### src/rtl/fp_pkg.sv
// Shared constants and IEEE-754 single-precision word layout for the float datapath.
package fp_pkg;

    localparam int BIAS       = 127;  // IEEE single exponent bias
    localparam int EXP_MAX    = 255;  // all-ones exponent field (Inf)
    localparam int MANT_W     = 23;   // stored fraction width
    localparam int HIDDEN_BIT = 30;   // hidden-one position in the 32-bit working mantissa
    localparam int KEEP_LO    = 7;    // lowest kept bit after normalisation
    localparam int GUARD_BIT  = 6;
    localparam int ROUND_BIT  = 5;
    localparam int STICKY_HI  = 4;    // bits [STICKY_HI:0] collapse into sticky

    typedef struct packed {
        logic              sign;
        logic [7:0]        exp;
        logic [MANT_W-1:0] mant;
    } ieee_t;

endpackage

### src/rtl/fp_lzc31.sv
// Combinational leading-zero counter over a 31-bit field (MSB = bit 30).
module fp_lzc31 (
    input  logic [30:0] din,
    output logic [4:0]  cnt,
    output logic        zero
);

    // Scan upward so the highest set bit determines the final count.
    always_comb begin
        cnt  = '0;
        zero = ~|din;
        for (int unsigned i = 0; i < 31; i++) begin
            if (din[i]) begin
                cnt = 5'(30 - i);
            end
        end
    end

endmodule

### src/rtl/ls_L.sv
// Shared 32-bit logical left shifter used across the float datapath.
module ls_L (
    input  logic [31:0] din,
    input  logic [4:0]  shamt,
    output logic [31:0] dout
);

    // Zero-filling left shift.
    always_comb begin
        dout = din << shamt;
    end

endmodule

### src/rtl/fp_normalizer.sv
// Three-stage normalize / round-to-nearest-even / pack pipeline for single-precision results.
module fp_normalizer #(
    parameter int BIAS  = 127,
    parameter int EXP_W = 10
) (
    input  logic             clk,
    input  logic             rst_n,
    input  logic             in_valid,
    output logic             in_ready,
    input  logic             in_sign,
    input  logic [EXP_W-1:0] in_exp,
    input  logic [31:0]      in_mant,
    output logic             out_valid,
    input  logic             out_ready,
    output logic [31:0]      out_data,
    output logic             out_ovf,
    output logic             out_unf,
    output logic             out_inx
);

    import fp_pkg::*;

    localparam int EW = EXP_W + 1;
    typedef logic signed [EW-1:0] sexp_t;

    // All stages move in lockstep; a stalled output freezes the whole pipe.
    logic advance;
    assign advance  = !out_valid || out_ready;
    assign in_ready = advance;

    // ---------------- S1: classify / count ----------------
    logic [4:0]  lz;
    logic        lz_zero;
    sexp_t       exp_ext;
    sexp_t       exp_rb;
    logic [31:0] s1_mant_d;
    logic        s1_sticky_d;
    logic [4:0]  s1_sh_d;
    sexp_t       s1_exp_d;
    logic        s1_zero_d;

    fp_lzc31 u_lzc (
        .din  (in_mant[30:0]),
        .cnt  (lz),
        .zero (lz_zero)
    );

    // Sign-extend, rebase to IEEE bias, then fold in carry or leading-zero adjustment.
    always_comb begin
        exp_ext     = EW'($signed(in_exp));
        exp_rb      = exp_ext - sexp_t'(BIAS) + sexp_t'(fp_pkg::BIAS);
        s1_mant_d   = in_mant;
        s1_sticky_d = 1'b0;
        s1_sh_d     = '0;
        s1_exp_d    = exp_rb;
        s1_zero_d   = 1'b0;
        if (in_mant[31]) begin
            s1_mant_d   = {1'b0, in_mant[31:1]};
            s1_sticky_d = in_mant[0];
            s1_exp_d    = exp_rb + sexp_t'(1);
        end else if (lz_zero) begin
            s1_mant_d = '0;
            s1_zero_d = 1'b1;
        end else begin
            s1_sh_d  = lz;
            s1_exp_d = exp_rb - sexp_t'(lz);
        end
    end

    logic        s1_valid;
    logic [31:0] s1_mant;
    logic        s1_sticky;
    logic [4:0]  s1_sh;
    sexp_t       s1_exp;
    logic        s1_sign;
    logic        s1_zero;

    // S1 register: capture a beat only on an accepted handshake.
    always_ff @(posedge clk or negedge rst_n) begin
        if (!rst_n) begin
            s1_valid  <= 1'b0;
            s1_mant   <= '0;
            s1_sticky <= 1'b0;
            s1_sh     <= '0;
            s1_exp    <= '0;
            s1_sign   <= 1'b0;
            s1_zero   <= 1'b0;
        end else if (advance) begin
            s1_valid <= in_valid;
            if (in_valid) begin
                s1_mant   <= s1_mant_d;
                s1_sticky <= s1_sticky_d;
                s1_sh     <= s1_sh_d;
                s1_exp    <= s1_exp_d;
                s1_sign   <= in_sign;
                s1_zero   <= s1_zero_d;
            end
        end
    end

    // ---------------- S2: shift ----------------
    logic [31:0] shifted;

    ls_L u_shift (
        .din   (s1_mant),
        .shamt (s1_sh),
        .dout  (shifted)
    );

    logic        s2_valid;
    logic [30:0] s2_mant;
    logic        s2_sticky;
    sexp_t       s2_exp;
    logic        s2_sign;
    logic        s2_zero;

    // S2 register: normalised mantissa with hidden one at bit 30.
    always_ff @(posedge clk or negedge rst_n) begin
        if (!rst_n) begin
            s2_valid  <= 1'b0;
            s2_mant   <= '0;
            s2_sticky <= 1'b0;
            s2_exp    <= '0;
            s2_sign   <= 1'b0;
            s2_zero   <= 1'b0;
        end else if (advance) begin
            s2_valid <= s1_valid;
            if (s1_valid) begin
                s2_mant   <= shifted[30:0];
                s2_sticky <= s1_sticky;
                s2_exp    <= s1_exp;
                s2_sign   <= s1_sign;
                s2_zero   <= s1_zero;
            end
        end
    end

    // ---------------- S3: round / pack ----------------
    logic [23:0] kept;
    logic        guard_b;
    logic        round_b;
    logic        sticky_b;
    logic        rnd_up;
    logic [24:0] sum;
    logic [22:0] frac;
    sexp_t       exp_r;
    logic        inexact;
    ieee_t       res;
    logic        res_ovf;
    logic        res_unf;
    logic        res_inx;

    // Nearest-even rounding, then range check on the full-width signed exponent.
    always_comb begin
        kept     = s2_mant[HIDDEN_BIT:KEEP_LO];
        guard_b  = s2_mant[GUARD_BIT];
        round_b  = s2_mant[ROUND_BIT];
        sticky_b = (|s2_mant[STICKY_HI:0]) | s2_sticky;
        rnd_up   = guard_b & (round_b | sticky_b | kept[0]);
        sum      = {1'b0, kept} + 25'(rnd_up);
        inexact  = guard_b | round_b | sticky_b;
        if (sum[24]) begin
            frac  = '0;
            exp_r = s2_exp + sexp_t'(1);
        end else begin
            frac  = sum[22:0];
            exp_r = s2_exp;
        end

        res      = '0;
        res.sign = s2_sign;
        res_ovf  = 1'b0;
        res_unf  = 1'b0;
        res_inx  = 1'b0;
        if (s2_zero) begin
            res_inx = 1'b0;
        end else if (exp_r >= sexp_t'(EXP_MAX)) begin
            res.exp = 8'hFF;
            res_ovf = 1'b1;
            res_inx = 1'b1;
        end else if (exp_r <= sexp_t'(0)) begin
            res_unf = 1'b1;
            res_inx = 1'b1;
        end else begin
            res.exp  = exp_r[7:0];
            res.mant = frac;
            res_inx  = inexact;
        end
    end

    // Shifter bit 31 is always clear after S1; sum[23] is the implicit hidden one.
    logic unused_bits;
    assign unused_bits = ^{shifted[31], sum[23]};

    // Output register: holds data and flags while the consumer stalls.
    always_ff @(posedge clk or negedge rst_n) begin
        if (!rst_n) begin
            out_valid <= 1'b0;
            out_data  <= '0;
            out_ovf   <= 1'b0;
            out_unf   <= 1'b0;
            out_inx   <= 1'b0;
        end else if (advance) begin
            out_valid <= s2_valid;
            if (s2_valid) begin
                out_data <= res;
                out_ovf  <= res_ovf;
                out_unf  <= res_unf;
                out_inx  <= res_inx;
            end
        end
    end

endmodule

### config.mk
export PLATFORM = sky130hd
export DESIGN_NAME = fp_normalizer
export DESIGN_NICKNAME = d
export VERILOG_FILES = /design/src/rtl/fp_pkg.sv /design/src/rtl/fp_lzc31.sv /design/src/rtl/ls_L.sv /design/src/rtl/fp_normalizer.sv
export SDC_FILE = /design/constraint.sdc
export NUM_CORES = 1
export LEC_CHECK = 0
export ABC_AREA = 0
export ABC_CLOCK_PERIOD_IN_PS = 7000
export CAP_MARGIN = 25
export CORE_ASPECT_RATIO = 1.5
export CORE_UTILIZATION = 48
export DETAILED_ROUTE_END_ITERATION = 6
export HOLD_SLACK_MARGIN = 0.08
export PLACE_DENSITY = 0.75
export SETUP_SLACK_MARGIN = 0.1
export SLEW_MARGIN = 20
export SYNTH_ARGS = -nofsm -noshare
export SYNTH_HDL_FRONTEND = slang
export SYNTH_SLANG_ARGS = --single-unit
export TNS_END_PERCENT = 100
### constraint.sdc
create_clock -name clk -period 7 [get_ports clk]
set_clock_uncertainty 0.05 [all_clocks]
set_input_delay 0.7 -clock clk [delete_from_list [all_inputs] [get_ports clk]]
set_output_delay 0.7 -clock clk [all_outputs]
set_load 0.05 [all_outputs]
* Word-level counts from Yosys, hierarchy flattened
Cells that the tools add are included. W data, S select, Z words.
Cells by class: $add $sub $neg 6, magnitude comparators 2, shift-type cells 1, mux-type cells 54, bitwise gates (word level) 6, reduce and logical (&&, ||, !) cells 7
Operators with widths (count):
- $mux W5 | 33
- $mux W31 | 4
- $mux W23 | 2
- $mux W11 | 3
- $shl A32 B5 Y31 | 1
- $reduce_or A31 Y1 | 1
- $add A24 B1 Y25 | 1
- $add A11 B2 Y11 const B | 2
- $add A11 B8 Y11 const B | 1
- $ge A11 B9 Y1 const B | 1
- $le A11 B1 Y1 const B | 1
- $mux W1 | 11
- $sub A10 B8 Y11 const B | 1
- $sub A11 B6 Y11 | 1
- $mux W8 | 1
- $reduce_and A2 Y1 | 3
- $or A1 B1 Y1 | 5
- $reduce_or A5 Y1 | 1
- $and A1 B1 Y1 | 1
- $logic_not A1 Y1 | 1
- $logic_or A1 B1 Y1 | 1
Storage, ports and cells: register bits after elaboration 134, bits of input ports 47, word-level logic and storage cells 94

* Depth between registers and ports, before layout
depth in word-level cells 34, depth in mapped cells 16, depth with buffers taken out 16

* Cells and area by module
From an unflattened synthesis, not the netlist that was laid out.
Second synthesis, totals: cell total of the unflattened synthesis 896, area, all modules 8682.1 um^2
By module, submodules not included:
- fp_normalizer | instances 1, cells each 652, area an instance 6601.3 um^2
- ls_L | instances 1, cells each 176, area an instance 1724.2 um^2
- fp_lzc31 | instances 1, cells each 68, area an instance 356.6 um^2

* Worst setup path after synthesis
No wires, ideal clock.
path type in2reg, from input in_mant[0], to register s1_exp[9], setup time 72 ps, data arrival time 3128 ps, setup slack 3750 ps, cell stages on the path 14, buffers on the path 0, path through nor3b_1 o31ai_1 a211oi_1 o31ai_1 o311ai_0 a21oi_1 ha_1 nor2b_1 o21ai_0 a21oi_1 o21ai_0 a21oi_1 or4_1 nand3_1
Between the ends: word-level cells in the longest chain between the ends 34
Ends and longest elaborated chain:
- start: declaration | line fp_normalizer.sv:12 | input logic [31:0] in_mant,
- $mux W5 (31 in a row) | line fp_lzc31.sv:13 | if (din[i]) begin
- $sub A11 B6 Y11 | line fp_normalizer.sv:66 | s1_exp_d = exp_rb - sexp_t'(lz);
- $mux W11 (*) | line fp_normalizer.sv:61 | end else if (lz_zero) begin
- $mux W11 (*) | line fp_normalizer.sv:57 | if (in_mant[31]) begin
- end signal: assignment | line fp_normalizer.sv:94 | s1_exp <= s1_exp_d;
- end: declaration | line fp_normalizer.sv:74 | sexp_t s1_exp;
Mark *: on every way between the ends. The rest lies on a longest branch, timed or not. A chain may end at the register's enable or synchronous reset.

* Worst setup path after layout
from input in_mant[0], to register s1_exp[6]
Same word-level chain as after synthesis.

==> flow_summary.ini <==
[place]
dp_slack_ns = 2.56
numPortBuffers = 83
post-dp-hpwl_mm = 14.4
gp_congestion = 0.893

[logic_synthesis]
ys_async_sr_fraction_pct = 100
yosysTopAreaCellShare_pct = 39.8
syn_avg_cell_area_sq_um = 9.24
synthFlopType = dfrtp_1
synth_top_family_by_area = simple AND/OR/NAND/NOR gates
ys_types = 64
yosys-top-cells-area = dfrtp_1, nand2_1, mux2i_1, mux4_2, o21ai_0
synthCells = 904
synthesis.area_sq_um = 8350
yosysSeqAreaShare_pct = 39.8
synth_edf_count = 0
synth_fp_nets = 960
synth_top_cell_by_area = dfrtp_1
yosys.area_share.simple_pct = 17.8
synth_compound_area_share_pct = 16.9
synthAdderAreaFrac_pct = 1.44
ys_ff_latch = 133
yosys-mux-area-fraction_pct = 16.1
ys_warn_count = 0
synthXorXnorAreaFrac_pct = 3.98

[timing]
period_needed_ns = 4.04
drv_slew = 0
hold_viol_final = 0
tightest_slew_ns = 1.01
post-route-period-util_pct = 57.7
finalSetupViolations = 0
whs_ns = 0.179
max_freq_mhz = 248
tns_ns = 0
relSlewSlack_pct = 32.7
setup_ws_ns = 2.96
rsz0062_at_grt = no

[worst_setup_path]
required_ns = 7.28
path_buf_inv = 1
cp.arrival_ns = 4.32
crit_type = input pin to flop
crit_family = compound AO/OA/AOI/OAI gates
slowest_stage = clkdlybuf4s50_1
crit_chain = clkdlybuf4s50_1 -> nor3b_1 -> o31ai_1 -> a211oi_1 -> o31ai_1 -> o311ai_0 -> a21oi_1 -> fa_1 -> a21o_1 -> a21oi_1 -> nor2b_1 -> nor4_1 -> mux2i_1 -> xor2_1 -> o21ai_0
path_max_fanout = 4
startpoint_type = input pin
cp-end-kind = flop
slowest_delay_ns = 0.53

[power]
pwr_density_cell_nw_per_um2 = 381
netSwitchingFraction_pct = 40.7
clkPwrFrac_pct = 23.9
peakVddDrop_mv = 0.255
p_leak_nw = 4.08
combinationalPowerShare_pct = 39.8
sequentialPowerShare_pct = 36.3
internal-power_mw = 2.24
switchingPower_mw = 1.54

[clock_network]
cts_root_buf = clkbuf_16
cts_buffers = 17
post-cts-setup-buffers = 0
cts_tree = yes
cts.clk_slew.worst_paths_ns = 0.06
cts_sinks = 133
ctsResizeCount = 0
cts_hold_buf = 0
clk_latency_ns = 0.42
htree_levels = 4
clk_path_buf_depth = 2

[drt]
postRouteAntennaNets = 0
avgViaCountPerCell = 5.83
drc_errors = 0
detail_route.wl_per_cell_um = 16.3
via_count = 6879
drt-pass1-iter-count = 5
drt_wl_total_mm = 19.2
first_iter_violations = 311

[die]
io_pins = 84
placement_rows = 58
die_w_um = 110
die_h_um = 164
die-area_sq_um = 17900
start_util_pct = 49.4
coreArea_sq_um = 16900

[finish]
final_cell_mix = nand2_1, dfrtp_1, o21ai_0
final_common_cell = nand2_1
diodes = 0
layout.nets = 1013
areaGrowthSynthToFinish_pct = 18.6
drive_above_1_share_pct = 11.1

[grt]
busiest_layer = met2
met3_usage_pct = 3.23
track_usage_pct = 23.0
use_met2_pct = 40.5
grt_pass1_wl_mm = 32.3
use_met1_pct = 26.8
grt_pass1_vias = 6614
grt_start_max_net_pins = 76
antenna_found_initial = 0
grt_overflow_total = 0

[flow_run]
maxCapViolCount = 0

[outcome]
status = complete, no violations

[worst_hold_path]
hold_path_class = input pin to asynchronous set/reset pin
-- power groups by stage --
| stage | registers, mW | logic (mW) | clock network (mW) |
|---|---|---|---|
| 2_1_floorplan | 1.55 | 0.848 | 0 |
| 5_1_grt | 1.42 | 1.64 | 0.947 |
| 3_3_place_gp | 1.36 | 1.48 | 0 |
| 6_report | 1.37 | 1.50 | 0.903 |
| 3_5_place_dp | 1.37 | 1.50 | 0 |
| 4_1_cts | 1.36 | 1.51 | 0.913 |
-- worst reg2reg max path, stage by stage (launching register included) --
cell      delay [ns]
dfrtp_1         0.44
and2_1          0.17
ha_1            0.18
nand3_1         0.19
nor4_1          0.77
nand4_1         0.20
xnor2_1         0.21
nor3_1          0.42
buf_4           0.25
nor2b_1         0.42
o21bai_1        0.18
-- registers in the layout, indices dropped and copies added, names as in the netlist, 5 cells and up --
name / count
s2_exp: 11
s2_mant: 31
s1_exp: 11
s1_mant: 31
s1_sh: 5
out_data: 32
-- through the flow --
step / instances / area [sq um] / util [%] / power [mW]
floorplan: 904 / 8350 / - / 2.40
global placement: 1147 / 9270 / 54.8 / 2.84
detailed placement: 1148 / 9300 / 55.0 / 2.88
CTS: 1180 / 9910 / 58.6 / 3.79
global route: 1180 / 9910 / 58.6 / 4.01
finish: 1180 / 9910 / 58.6 / 3.77
-- path summary, 6_finish.rpt --
kind                                              from                       to  slack, ns  cells past startpoint
worst min-delay path                             rst_n  s1_mant[30]$_DFFE_PN0P_       0.18                      1
min in group clk                   out_ovf$_DFFE_PN0P_      out_ovf$_DFFE_PN0P_       0.43                      1
worst max-delay path                        in_mant[0]    s1_exp[6]$_DFFE_PN0P_       2.96                     15
worst max register to register  s2_mant[6]$_DFFE_PN0P_      out_inx$_DFFE_PN0P_       3.43                     10
worst min register to register     out_ovf$_DFFE_PN0P_      out_ovf$_DFFE_PN0P_       0.43                      1
max in group asynchronous                        rst_n    s1_sticky$_DFFE_PN0P_       5.46                      3
-- kinds of logic (layout without fill, tap and decap cells) --
logic type,Yosys count,in the layout
AND/OR/NAND/NOR,316,316
AO/OA/AOI/OAI,224,224
flip-flops,133,133
multiplexers,102,102
buffers and inverters,82,148
XOR/XNOR,38,38
adder cells (fa/ha/maj),9,9
-- layout make-up --
type	count	area, sq um
clock buffer	20	467
clock inverter	12	141
fill	1482	7000
inverter	23	86.3
multi-input combinational	689	4710
sequential	133	3330
tap	210	263
timing repair buffer	93	918
-- cells in the mapped netlist (all sizes together), types with 3 or more instances --
master	count
a211oi	14
a21o	5
a21oi	30
a221o	5
a22o	11
a22oi	5
a31oi	9
and2	5
and3	11
and4	5
buf	15
clkbuf	44
dfrtp	133
ha	8
inv	22
mux2	22
mux2i	56
mux4	24
nand2	152
nand3	24
nand4	9
nor2	46
nor2b	6
nor3	24
nor3b	3
nor4	12
o2111ai	3
o211ai	3
o21ai	111
o22ai	3
o311ai	4
o31ai	5
or3	5
or4	5
xnor2	21
xor2	17
-- routing by layer --
layer / routed length (um) / up-vias
met1: 7810 / 3254
met4: 723 / 0
met3: 550 / 53
met2: 10200 / 163
met5: 0 / -
li1: - / 3409
(Power assumes the default switching activity.)
